File: src/rtl/vend_credit_fsm.sv
// ---------------------------------------------------------------------------
// vend_credit_fsm
//
// Credit-accumulation and vend controller for the vending machine. Consumes
// single-cycle pulses from the button debouncers (coins, item select, cancel),
// tracks credit in cents, dispenses an item when the credit covers its price,
// rejects over-limit or simultaneous coins, and pays change out one coin at a
// time with a fixed idle gap between coin-return pulses.
//
// Parameters:
//   PRICE_0..PRICE_3  item prices in cents (multiples of 5)
//   MAX_CREDIT        credit ceiling in cents (multiple of 5, <= 255)
//   GAP_CYCLES        idle cycles after each change pulse (>= 1)
//
// Ports:
//   clk, reset                 clock, synchronous active-high reset
//   coin_n/coin_d/coin_q       nickel/dime/quarter insert pulses
//   sel_valid, sel[1:0]        item-select pulse and item index
//   cancel                     cancel/refund pulse
//   credit[7:0]                current credit in cents
//   busy                       high while vending or paying change
//   dispense, item[1:0]        1-cycle vend strobe and the vended item
//   insufficient               1-cycle pulse: select with too little credit
//   coin_reject                1-cycle pulse: at least one coin was rejected
//   change_n/change_d/change_q 1-cycle coin-return pulses
//
// All outputs are registered: an input sampled at edge t shows its effect in
// the cycle following that edge.
// ---------------------------------------------------------------------------
module vend_credit_fsm #(
    parameter int PRICE_0    = 50,
    parameter int PRICE_1    = 75,
    parameter int PRICE_2    = 100,
    parameter int PRICE_3    = 125,
    parameter int MAX_CREDIT = 200,
    parameter int GAP_CYCLES = 4
) (
    input  logic       clk,
    input  logic       reset,
    input  logic       coin_n,
    input  logic       coin_d,
    input  logic       coin_q,
    input  logic       sel_valid,
    input  logic [1:0] sel,
    input  logic       cancel,
    output logic [7:0] credit,
    output logic       busy,
    output logic       dispense,
    output logic [1:0] item,
    output logic       insufficient,
    output logic       coin_reject,
    output logic       change_n,
    output logic       change_d,
    output logic       change_q
);

    // Gap counter must hold GAP_CYCLES itself.
    localparam int             GW       = (GAP_CYCLES < 2) ? 1 : $clog2(GAP_CYCLES + 1);
    localparam logic [GW-1:0]  GAP_LOAD = GW'(GAP_CYCLES);
    localparam logic [8:0]     MAX9     = 9'(MAX_CREDIT);
    localparam logic [7:0]     P0       = 8'(PRICE_0);
    localparam logic [7:0]     P1       = 8'(PRICE_1);
    localparam logic [7:0]     P2       = 8'(PRICE_2);
    localparam logic [7:0]     P3       = 8'(PRICE_3);

    typedef enum logic [1:0] {
        S_COLLECT,
        S_VEND,
        S_CHANGE
    } state_t;

    state_t          state_q;
    logic [7:0]      credit_q;
    logic [1:0]      item_q;
    logic            busy_q;
    logic            dispense_q;
    logic            ins_q;
    logic            rej_q;
    logic            chg_n_q;
    logic            chg_d_q;
    logic            chg_q_q;
    logic [GW-1:0]   gap_q;

    // Combinational helpers for the COLLECT decision and change selection.
    logic [7:0]      coin_val;
    logic            coin_any;
    logic            coin_multi;
    logic [7:0]      price;
    logic            sel_take;
    logic [7:0]      base;
    logic [8:0]      sum;
    logic            coin_ok;
    logic            reject;
    logic [7:0]      credit_d;
    logic [7:0]      pay_src;
    logic [7:0]      pay_val;

    always_comb begin
        coin_any   = coin_n | coin_d | coin_q;
        coin_multi = (coin_n & coin_d) | (coin_n & coin_q) | (coin_d & coin_q);

        // Only the highest-value asserted coin is considered for acceptance.
        if (coin_q)      coin_val = 8'd25;
        else if (coin_d) coin_val = 8'd10;
        else if (coin_n) coin_val = 8'd5;
        else             coin_val = 8'd0;

        case (sel)
            2'd0:    price = P0;
            2'd1:    price = P1;
            2'd2:    price = P2;
            default: price = P3;
        endcase

        // Price is checked against the credit held before this cycle's coin;
        // cancel wins over select.
        sel_take = sel_valid && !cancel && (credit_q >= price);
        base     = sel_take ? (credit_q - price) : credit_q;

        // Coin ceiling is checked against the post-purchase credit.
        sum      = {1'b0, base} + {1'b0, coin_val};
        coin_ok  = coin_any && (sum <= MAX9);
        credit_d = coin_ok ? sum[7:0] : base;

        // Any asserted coin that is not the single accepted one is rejected.
        reject   = coin_any && (!coin_ok || coin_multi);

        // On cancel the first payout happens straight away, including any
        // coin accepted in the same cycle.
        pay_src  = (state_q == S_COLLECT) ? credit_d : credit_q;
        if (pay_src >= 8'd25)      pay_val = 8'd25;
        else if (pay_src >= 8'd10) pay_val = 8'd10;
        else                       pay_val = 8'd5;
    end

    always_ff @(posedge clk) begin
        if (reset) begin
            state_q    <= S_COLLECT;
            credit_q   <= 8'd0;
            item_q     <= 2'd0;
            busy_q     <= 1'b0;
            dispense_q <= 1'b0;
            ins_q      <= 1'b0;
            rej_q      <= 1'b0;
            chg_n_q    <= 1'b0;
            chg_d_q    <= 1'b0;
            chg_q_q    <= 1'b0;
            gap_q      <= '0;
        end else begin
            // Strobes default low; each is asserted for one cycle only.
            dispense_q <= 1'b0;
            ins_q      <= 1'b0;
            chg_n_q    <= 1'b0;
            chg_d_q    <= 1'b0;
            chg_q_q    <= 1'b0;

            case (state_q)
                S_COLLECT: begin
                    rej_q    <= reject;
                    credit_q <= credit_d;
                    if (cancel && (credit_q != 8'd0)) begin
                        state_q  <= S_CHANGE;
                        busy_q   <= 1'b1;
                        credit_q <= pay_src - pay_val;
                        chg_q_q  <= (pay_val == 8'd25);
                        chg_d_q  <= (pay_val == 8'd10);
                        chg_n_q  <= (pay_val == 8'd5);
                        gap_q    <= GAP_LOAD;
                    end else if (sel_take) begin
                        state_q    <= S_VEND;
                        busy_q     <= 1'b1;
                        dispense_q <= 1'b1;
                        item_q     <= sel;
                    end else if (sel_valid && !cancel) begin
                        ins_q <= 1'b1;
                    end
                end

                S_VEND: begin
                    rej_q <= coin_any;
                    if (credit_q != 8'd0) begin
                        state_q  <= S_CHANGE;
                        credit_q <= pay_src - pay_val;
                        chg_q_q  <= (pay_val == 8'd25);
                        chg_d_q  <= (pay_val == 8'd10);
                        chg_n_q  <= (pay_val == 8'd5);
                        gap_q    <= GAP_LOAD;
                    end else begin
                        state_q <= S_COLLECT;
                        busy_q  <= 1'b0;
                    end
                end

                S_CHANGE: begin
                    rej_q <= coin_any;
                    // gap_q counts down the idle cycles after each pulse; the
                    // decision for the next pulse is made when it reaches zero.
                    if (gap_q != '0) begin
                        gap_q <= gap_q - GW'(1);
                    end else if (credit_q == 8'd0) begin
                        state_q <= S_COLLECT;
                        busy_q  <= 1'b0;
                    end else begin
                        credit_q <= pay_src - pay_val;
                        chg_q_q  <= (pay_val == 8'd25);
                        chg_d_q  <= (pay_val == 8'd10);
                        chg_n_q  <= (pay_val == 8'd5);
                        gap_q    <= GAP_LOAD;
                    end
                end

                default: begin
                    state_q <= S_COLLECT;
                    busy_q  <= 1'b0;
                    rej_q   <= 1'b0;
                end
            endcase
        end
    end

    assign credit       = credit_q;
    assign busy         = busy_q;
    assign dispense     = dispense_q;
    assign item         = item_q;
    assign insufficient = ins_q;
    assign coin_reject  = rej_q;
    assign change_n     = chg_n_q;
    assign change_d     = chg_d_q;
    assign change_q     = chg_q_q;

endmodule
File: config.mk
export PLATFORM = sky130hd
export DESIGN_NAME = vend_credit_fsm
export DESIGN_NICKNAME = d
export VERILOG_FILES = /design/src/rtl/vend_credit_fsm.sv
export SDC_FILE = /design/constraint.sdc
export NUM_CORES = 1
export LEC_CHECK = 0
export CAP_MARGIN = 20
export CORE_MARGIN = 2
export CORE_UTILIZATION = 63
export DETAILED_ROUTE_END_ITERATION = 10
export PLACE_DENSITY_LB_ADDON = 0.15
export SYNTH_ARGS = -nofsm -noshare
export SYNTH_HDL_FRONTEND = slang
export SYNTH_SLANG_ARGS = --single-unit
File: constraint.sdc
create_clock -name clk -period 20.9 [get_ports clk]
set_clock_uncertainty 0.2 [all_clocks]
set_input_delay 4.18 -clock clk [delete_from_list [all_inputs] [get_ports clk]]
set_output_delay 4.18 -clock clk [all_outputs]
set_load 0.005 [all_outputs]
==> Word-level counts from Yosys, hierarchy flattened <==
Index checks and enable logic that the tools add are counted.
{ "totals": {"ff_bits": 22, "in_bits": 9} }
{ "op_classes": {"n_addsub": 4, "magnitude_cmp": 4, "n_eq_ne": 15, "mux": 49, "bitwise_logic": 9, "reduce_logical": 22} }
{ "op_table": {"columns": ["op", "count"], "rows": [
  ["$mux W8", 7],
  ["$pmux W8 S3", 1],
  ["$pmux W7 S3", 1],
  ["$mux W1", 19],
  ["$sub A8 B8 Y8", 2],
  ["$mux W3", 5],
  ["$pmux W1 S3", 4],
  ["$reduce_and A4 Y1", 3],
  ["$mux W2", 5],
  ["$mux W5", 2],
  ["$ne A2 B2 Y1 const B", 5],
  ["$add A8 B8 Y9", 1],
  ["$le A9 B8 Y1 const B", 1],
  ["$pmux W3 S3", 1],
  ["$eq A8 B3 Y1 const B", 1],
  ["$eq A8 B4 Y1 const B", 1],
  ["$eq A8 B5 Y1 const B", 1],
  ["$ge A8 B4 Y1 const B", 1],
  ["$ge A8 B5 Y1 const B", 1],
  ["$ge A8 B8 Y1", 1],
  ["$logic_not A8 Y1", 1],
  ["$mux W4", 2],
  ["$reduce_bool A8 Y1", 1],
  ["$pmux W2 S3", 1],
  ["19 further kinds", 35]
]} }

==> Longest topological paths before layout <==
Gate-level depths: netlist of the first run.
{ "logic_depth": {"word_depth": 17, "depth_mapped": 35} }

==> Worst setup path before layout of the first run <==
Ideal clock, no wire load.
{ "synth_path": {"kind": "input-to-reg", "startpoint": "in sel[1]", "endpoint": "reg credit_q[7] (netlist: credit[7])", "setup_ps": 91, "arrival_ps": 10558, "required_time_ps": 20609, "path_slack_ps": 10052, "cell_stages": 33, "n_path_buf": 1, "cell_sequence": "inv_1 -> ha_1 -> or2_2 -> ha_1 -> inv_1 -> fa_1 -> nand3_1 -> a21oi_2 -> o31ai_2 -> clkbuf_1 -> o21ai_0 -> ha_1 -> fa_1 -> a21o_1 -> a21oi_1 -> o21bai_1 -> nand3_1 -> xor2_1 -> mux2_2 -> o31ai_4 -> nor2_2 -> a311oi_4 -> a311oi_4 -> a211o_1 -> ha_1 -> nor2b_1 -> o21ai_0 -> nand2b_1 -> a21o_1 -> a21o_1 -> nor3_2 -> mux2i_1 -> a311oi_1"} }
{ "synth_between": {"elab_chain_len": 17} }
{ "synth_rtl": {"columns": ["item", "line", "text"], "rows": [
  ["start: declaration", "44", "input logic [1:0] sel,"],
  ["$eq A2 B2 Y1 (tied with other cells)", "108", "case (sel)"],
  ["$pmux W7 S3 (*)", "108", null],
  ["$ge A8 B8 Y1", "117", "sel_take = sel_valid && !cancel && (credit_q >= price);"],
  ["$logic_and A1 B1 Y1", "117", null],
  ["$mux W8 (*)", "118", "base = sel_take ? (credit_q - price) : credit_q;"],
  ["$add A8 B8 Y9", "121", "sum = {1'b0, base} + {1'b0, coin_val};"],
  ["$le A9 B8 Y1", "122", "coin_ok = coin_any && (sum <= MAX9);"],
  ["$logic_and A1 B1 Y1", "122", null],
  ["$mux W8 (*)", "123", "credit_d = coin_ok ? sum[7:0] : base;"],
  ["$mux W8", "130", "pay_src = (state_q == S_COLLECT) ? credit_d : credit_q;"],
  ["$ge A8 B4 Y1", "132", "else if (pay_src >= 8'd10) pay_val = 8'd10;"],
  ["$mux W4", "132", null],
  ["$mux W5", "131", "if (pay_src >= 8'd25) pay_val = 8'd25;"],
  ["$sub A8 B8 Y8", "164, 183, 204", null],
  ["$mux W8", "200", "end else if (credit_q == 8'd0) begin"],
  ["$mux W8", "198", "if (gap_q != '0) begin"],
  ["$pmux W8 S3 (*)", "157", "case (state_q)"],
  ["end signal: assignment", "164", "credit_q <= pay_src - pay_val;"],
  ["end signal: assignment", "183", "credit_q <= pay_src - pay_val;"],
  ["end signal: assignment", "204", "credit_q <= pay_src - pay_val;"],
  ["end: declaration", "73", "logic [7:0] credit_q;"]
]} }
Every way passes the cells marked *; elsewhere a longest branch is shown, timed or not. The select of a mux whose other input is x is not followed.
A chain may end at the register's enable or synchronous reset.

==> Worst setup path after layout of the first run <==
Ends and elaborated chain as after synthesis.

==> results.txt, run 1 <==
The flow ran to the end, and the final reports show no timing, DRC or antenna violations. The combinational share of power was 80.8%; the part of the total power dissipated in sequential elements was 12.3%. The logs give 0 for the count of unresolved DRC violations after routing and 0 for the total of warnings raised by yosys.

For the pin with the worst max-slew slack, the measured transition is 1.06 ns. The tools report the CTS H-tree depth as 1. Ranked by total cell area, the synthesized netlist is headed by sky130_fd_sc_hd__dfxtp_1, sky130_fd_sc_hd__ha_1, sky130_fd_sc_hd__nand2_1. Most common cell after layout, fill and taps aside: sky130_fd_sc_hd__nand2_1.

For the number of antenna violations at the first check in global routing, the log shows 0. The area of the core is 4030 um2. The worst path uses 58.5% of the clock period.

The part of the power in the clock network was 6.8%. The class of the most critical setup path was in2reg. The most used flip-flop cell after synthesis is sky130_fd_sc_hd__dfxtp_1. The run gives 12.99 ns as the internal reg-to-reg setup slack.

STA classifies the critical path startpoint as an input pin. For this configuration, the core starts out at a cell density of 66.3%. Data arrives at the worst endpoint at 12.13 ns. In this run the tool buffered the top-level ports with 25 buffer cells. Cells with a size suffix above 1 make up 8.22% of the layout. The run gives 2 as the worst-case clock buffer depth.

Maximum fanout encountered on the critical timing path: 13. STA classifies the critical path endpoint as a flop. The number of setup buffers added after CTS is 0. In the final design database the tool counted 406 nets.

Excluding fillers, the count of instances in the completed layout stands at 415. The finished cells cover 3030 um2. The HPWL after detailed placement is 5.63 mm. The total CTS buffers is 3. The area of the die is 4780 um2.

In this run, post-CTS repair resized a total of 0 instances. For the final routed database, the setup TNS stands at 0 ns. For the data required time of the critical path, the log shows 20.81 ns. In the final routed layout, each cell accounts on average for 18.2 um. The path class of the lowest-slack min-delay path is reg2reg. The number of setup violations in the final report came out at 0. The final-report hold violation count came out at 0. The post-synthesis net count came out at 384. The part of the Yosys area used for sequential elements came out at 16.5%. In this run the critical register-to-register path is captured at credit[7]. For the total routed wirelength, the log shows 7.56 mm. The startpoint identified for the worst hold timing path is item[1].

The fill cell instance count of the final layout came out at 331. IR analysis of the VDD net gives a maximum drop of 0.000162 V. The path with the worst hold slack has its endpoint at item[1]. After clock tree synthesis, the clock-pin slew on the worst setup and hold paths is 0.08 ns.

The final RePlAce weighted congestion was 0.898. Net switching power of the design: 0.000307 W. The cell area reported after detailed placement was 2960 um2. The logs give 617 um for the routed length on met3 and 75.2% for the final core utilization.

Net switching is 52.1% of the power. In this run, distinct cell masters in the synthesized netlist total 65. After layout, the minimum clock period comes to 12.22 ns. Internal power comes to 0.000282 W. The run gives 7 as the number of detailed-routing iterations run before antenna repair.

The tree is rooted in a sky130_fd_sc_hd__clkbuf_8. Counting every instance in the synthesized netlist gives 344. Cell with the largest stage delay on the worst path: sky130_fd_sc_hd__o31ai_2. The routed via count divided by cell count was 6.76. The worst register-to-register path begins at credit[0]. After detailed routing, the wire length on met1 is 3.06 mm. The count of hold-fix buffers inserted at cts is 0, and the maximum frequency from static timing analysis is 81.8 MHz.

The number of antenna diodes in the final layout is 0. The number of flops mapped to enable cells by yosys was 0; the combined area of all synthesized cells was 2670 um2. The number of global-route vias before repair was 2669; the area fraction of the dominant cell type after synthesis was 16.5%. For the clock latency of the later-clocked register in the worst-skew pair, the log shows 0.27 ns.

Signal routing reaches up to met4. The maximum number of pins on one net before global-route repair is 21, and the height of the die is 69.1 um. Row generation in the floorplan step produced 23 rows. The run gives 0 as the antenna violation net count after detailed routing.

Setup repair after global routing left no endpoint under its margin. For this design the ratio of total power to cell area is 194 nW/um2. In the global route stage, overall resource usage came out at 31.6%.

The run gives 411 as the total instance count after detailed placement. Among the stages of the critical path, the cell type that occurs most often is sky130_fd_sc_hd__ha_1. The post-synthesis average cell area is 7.77 um2, and the wire length of the first global-routing pass is 12.6 mm.

From synthesis to final layout, the design area changed by 13.4%. After synthesis the netlist holds a flip-flop and latch count of 22. Headroom to the max-slew limit came out at 29.0%.

For this block, the via count after detailed routing is 2807. Across the run, the number of max-cap violations was 0. Static leakage power: 1.31 nW. The die outline width came out at 69.1 um. The worst hold path stage count is 2, and the number of cell instances on the worst register-to-register path is 30. The I/O pin count was 26. The async set or reset register ratio after synthesis works out to 0%.

TritonCTS built the clock tree. The detailed router finished its first iteration with 311 violations. In this design, the stage delay of the slowest critical-path cell is 0.80 ns.

Summed over all instances, the cell type with the most area after synthesis is sky130_fd_sc_hd__dfxtp_1. For the met2 wire length, the log shows 3.68 mm. In the layout the commonest cells are sky130_fd_sc_hd__nand2_1, sky130_fd_sc_hd__nor2_1, sky130_fd_sc_hd__ha_1. The total count of max-transition violations in the final report came out at 0.

The clock sink count is 22, and the total global routing overflow is 0.
## registers in the layout, summed over array words and instances (netlist names)
register,cells
state_q,2
change_d,1
item,2
coin_reject,1
insufficient,1
dispense,1
busy,1
change_n,1
gap_q,3
change_q,1
credit,8
## cell type report
class	count	area, um2	area share, %
Multi-Input combinational cell	292	2120	69.9
Sequential cell	22	440	14.5
Timing Repair Buffer	26	258	8.51
Inverter	21	78.8	2.60
Tap cell	50	62.6	2.07
Clock buffer	3	41.3	1.36
Clock inverter	1	30.0	0.991
## cell families after synthesis
group,synth area share [%]
AOI/OAI and AO/OA,28.3
xor gates and xnor gates,6.18
adders and majority gates,15.4
buffers and inverters,4.22
DFF,16.5
muxes,3.98
and+or+nand+nor,25.4
## critical path: cells and delay by family
kind            cells  cell delay [ns]
compound gates     14             3.89
xor+xnor            1             0.08
fa+ha+maj           6             1.70
buf+inv             3             0.64
mux                 2             0.61
simple gates        7             1.04
## power groups by stage
stage	logic (W)	clock network, W	registers [W]
detailed placement	0.000453	0	0.0000727
finish	0.000476	0.0000403	0.0000727
global placement	0.000441	0	0.0000726
CTS	0.000463	0.0000409	0.0000720
global route	0.000516	0.0000430	0.0000738
floorplan	0.000354	0	0.0000668
## cell usage after synthesis (3+ instances only)
library cell / number
sky130_fd_sc_hd__a211oi_1: 3
sky130_fd_sc_hd__a21o_1: 11
sky130_fd_sc_hd__a21oi_1: 23
sky130_fd_sc_hd__a311oi_1: 5
sky130_fd_sc_hd__clkbuf_1: 8
sky130_fd_sc_hd__dfxtp_1: 22
sky130_fd_sc_hd__fa_1: 3
sky130_fd_sc_hd__ha_1: 28
sky130_fd_sc_hd__inv_1: 18
sky130_fd_sc_hd__mux2_2: 5
sky130_fd_sc_hd__mux2i_1: 5
sky130_fd_sc_hd__nand2_1: 40
sky130_fd_sc_hd__nand2b_1: 5
sky130_fd_sc_hd__nand3_1: 14
sky130_fd_sc_hd__nand4_1: 7
sky130_fd_sc_hd__nor2_1: 32
sky130_fd_sc_hd__nor2b_1: 5
sky130_fd_sc_hd__nor3_1: 6
sky130_fd_sc_hd__nor4_1: 4
sky130_fd_sc_hd__o211a_1: 3
sky130_fd_sc_hd__o211ai_1: 7
sky130_fd_sc_hd__o21ai_0: 14
sky130_fd_sc_hd__o21bai_1: 3
sky130_fd_sc_hd__or3_1: 5
sky130_fd_sc_hd__xnor2_1: 12
sky130_fd_sc_hd__xor2_1: 5
## stage by stage
step | setup WS (ns) | power, W | hold WS, ns
floorplan | 10.05 | 0.000421 | 0.254
global placement | 9.02 | 0.000514 | 0.271
finish | 8.68 | 0.000589 | 0.295
CTS | 8.90 | 0.000576 | 0.299
global route | 8.20 | 0.000633 | 0.322
detailed placement | 8.67 | 0.000526 | 0.279
## metal layers
layer	global-route usage [%]	vias up
met1	41.7	1322
met4	10.5	0
met3	4.82	24
met2	52.7	155
li1	-	1306
met5	0	-
## worst max-delay path by stage
stage,slack (ns),endpoint,start
after floorplan,10.05,credit[7],sel[1]
after global placement,9.02,credit[7],sel[1]
after detailed placement,8.67,credit[7],sel[1]
after CTS,8.90,credit[7],sel[1]
after global routing,8.20,credit[7],sel[1]
final,8.68,credit[7],sel[1]
Power figures use the tool's default switching activity.
==> run 2, diff against run 1 <==
--- a/config.mk
+++ b/config.mk
@@ -7,7 +7,7 @@
 export LEC_CHECK = 0
 export CAP_MARGIN = 20
 export CORE_MARGIN = 2
-export CORE_UTILIZATION = 63
+export CORE_UTILIZATION = 59
 export DETAILED_ROUTE_END_ITERATION = 10
 export PLACE_DENSITY_LB_ADDON = 0.15
 export SYNTH_ARGS = -nofsm -noshare
==> constraint.sdc (replaced) <==
create_clock -name clk -period 12.4 [get_ports clk]
set_clock_uncertainty 0.2 [all_clocks]
set_input_delay 2.48 -clock clk [delete_from_list [all_inputs] [get_ports clk]]
set_output_delay 2.48 -clock clk [all_outputs]
set_load 0.005 [all_outputs]
==> results.txt, run 2 (synthesis results as in run 1) <==
The logs give 0 (unchanged) for the count of unresolved DRC violations after routing and 0 (unchanged) for the total count of max-transition violations in the final report. The layout overhead on the synthesized area works out to 13.2%. In the layout the commonest cells are sky130_fd_sc_hd__nand2_1, sky130_fd_sc_hd__nor2_1, sky130_fd_sc_hd__ha_1. Class of the most critical setup path: in2reg.

TritonCTS built the clock tree. The longest individual stage delay on the worst path was 0.81 ns (about the same); the CTS H-tree depth was 1 (unchanged). The logs give 0.000473 W (+67%) for the total internal power and 69.5% (-5.7 points) for the final core utilization. Setup repair after global routing left no endpoint under its margin. The antenna violation net count after detailed routing was 0 (unchanged); the post-CTS setup repair buffer count was 0 (unchanged). The I/O pin count is 26 (unchanged), and the total routed wirelength is 6.87 mm (-9.1%). The tools report the data arrival time of the critical path as 10.26 ns (-1.87 ns). For the number of gates given a new drive strength after cts, the log shows 0 (unchanged).

The area of the die is 5080 um2 (+6.4%). The cell area reported after detailed placement came out at 2950 um2 (-0.17%). The tools report the wire length of the first global-routing pass as 11.7 mm (-7.7%).

The worst-case clock buffer depth was 2 (unchanged). The maximum number of pins on one net before global-route repair is 24 (+14%), and the maximum ir drop on the vdd rail is 0.000360 V (+120%). The number of diodes is 0 (unchanged), and the total global routing overflow is 0 (unchanged). The fraction of final layout cells with drive strength greater than 1 is 7.97% (-0.25 points). The switching share of total power was 50.9% (-1.1 points); the tightest slew margin relative to the limit was 35.6% (+6.6 points).

For the via total after detailed routing, the log shows 2628 (-6.4%). Part of the power in the clock network: 7.0% (+0.2 points). For the final RePlAce weighted congestion, the log shows 0.908 (+1.1%). The count of hold-fix buffers inserted at cts was 0 (unchanged); the overall routing resource usage was 28.2% (-3.4 points). The number of I/O port buffers was 25 (unchanged); the final period demand of the worst path was 10.36 ns. The part of the total power dissipated in sequential elements is 12.5% (+0.2 points).

The number of flip-flops in the largest register is 8 (unchanged). STA classifies the critical path startpoint as an input pin. For the number of nets at the end of the flow, the log shows 405 (-0.25%). The cell sitting at the root of the clock tree is a sky130_fd_sc_hd__clkbuf_8. The average routed wire per standard cell was 16.5 um (-9.3%); the max-capacitance violation count was 0 (unchanged). The maximum fanout encountered on the critical timing path came out at 13 (unchanged). The tightest min-delay check is of the reg2reg type.

For this run, the top clock speed supported by timing is 96.5 MHz. The run gives 61.4% (-5.0 points) as the starting density of the core. The tools report the floorplan row count as 24 (+4.3%). The run finished with clean final reports. The detailed router's first-iteration violation count was 320 (+2.9%). The slew of the pin with the lowest slew margin is 0.962 ns (-0.0980 ns).

The run gives 440 um2 (unchanged) as the area taken by flip-flops and latches. The number of buffers and inverters on the critical path is 3 (unchanged), and the routed via count divided by cell count is 6.32 (-6.6%). The number of detailed-routing iterations run before antenna repair came out at 5 (-2). The library cell used most frequently in the layout, excluding fill and tap cells, is sky130_fd_sc_hd__nand2_1.

For the post-route worst setup slack, the log shows 2.04 ns (-6.64 ns). STA classifies the critical path endpoint as a flop. Broken down by cell family, the worst path's largest delay share belongs to compound AO/OA/AOI/OAI gates. The tools report the pre-CTS setup slack as 1.91 ns (-6.77 ns). The setup TNS is 0 ns (unchanged).

For the number of setup violations in the final report, the log shows 0 (unchanged). The worst hold margin is 0.299 ns (+0.00442 ns). Static leakage power: 1.31 nW (-0.33%). The power per standard cell area is 319 nW/um2 (+64%). The logs give 22 (unchanged) for the clock sink count and 0 (unchanged) for the final-report hold violation count. Area of the core: 4350 um2 (+8.1%). The logs give 0.27 ns (about the same) for the clock latency of the later-clocked register in the worst-skew pair and 5.35 mm (-5.1%) for the half-perimeter wire length after placement. The net switching power of the design was 0.000491 W (+60%); the number of global-route vias before repair was 2444 (-8.4%). The combinational share of power came out at 80.5% (-0.3 points). The clock transition at the registers of the reported paths was 0.08 ns (about the same); the total CTS buffers was 3 (unchanged).

Height of the die: 71.3 um (+3.1%). The logs give 374 (+13%) for the fill cell instance count of the final layout and 12.31 ns (-8.50 ns) for the data required time of the critical path. The die outline width is 71.3 um (+3.1%). The tools report the area taken by multi-input logic gates as 2120 um2 (unchanged). For the number of antenna violations at the first check in global routing, the log shows 0 (unchanged). The most prevalent standard cell on the critical path was sky130_fd_sc_hd__ha_1. For the post-layout instance area, the log shows 3020 um2 (-0.17%).

The largest individual stage delay along the critical path comes from the cell sky130_fd_sc_hd__o31ai_2. The portion of the clock cycle consumed by the worst path in the final layout was 83.5%.
## run 2: stage by stage
stage / instances / power, W
after floorplan: 344 / 0.000710
after global placement: 412 / 0.000869
after detailed placement: 412 / 0.000880
after CTS: 416 / 0.000953
after global routing: 416 / 0.00106
final: 416 / 0.000964
## run 2: power groups by stage
stage / combinational, W / clock [W] / sequential [W]
5_1_grt: 0.000861 / 0.0000713 / 0.000124
3_5_place_dp: 0.000758 / 0 / 0.000122
4_1_cts: 0.000766 / 0.0000677 / 0.000120
3_3_place_gp: 0.000748 / 0 / 0.000121
6_report: 0.000776 / 0.0000675 / 0.000121
2_1_floorplan: 0.000597 / 0 / 0.000113
## run 2: cell type report
| class | instances | area share, % |
|---|---|---|
| Timing Repair Buffer | 25 | 8.27 |
| Multi-Input combinational cell | 292 | 70.0 |
| Clock buffer | 3 | 1.37 |
| Clock inverter | 1 | 0.993 |
| Inverter | 21 | 2.61 |
| Tap cell | 52 | 2.15 |
| Sequential cell | 22 | 14.6 |
## run 2: final timing paths
check                  from         to  slack [ns]  depth (start not counted)
setup / recovery     sel[1]  credit[7]        2.04                         33
hold / removal      item[0]    item[0]        0.30                          2
setup reg to reg  credit[0]  credit[7]        4.63                         30
hold reg to reg     item[0]    item[0]        0.30                          2
## run 2: metal layers
| metal | track usage [%] | vias to the layer above | wire length, um |
|---|---|---|---|
| met5 | 0 | - | 0 |
| met4 | 6.50 | 0 | 82 |
| met3 | 3.52 | 10 | 586 |
| met2 | 45.1 | 115 | 3200 |
| met1 | 40.7 | 1204 | 3010 |
| li1 | - | 1299 | - |
## run 2: tightest hold or removal path: cells and delay by family, from the launching register on
kind             cells  cell delay, ns
AO/OA/AOI/OAI        1            0.06
AND/OR/NAND/NOR      1            0.07
flip-flops           1            0.34
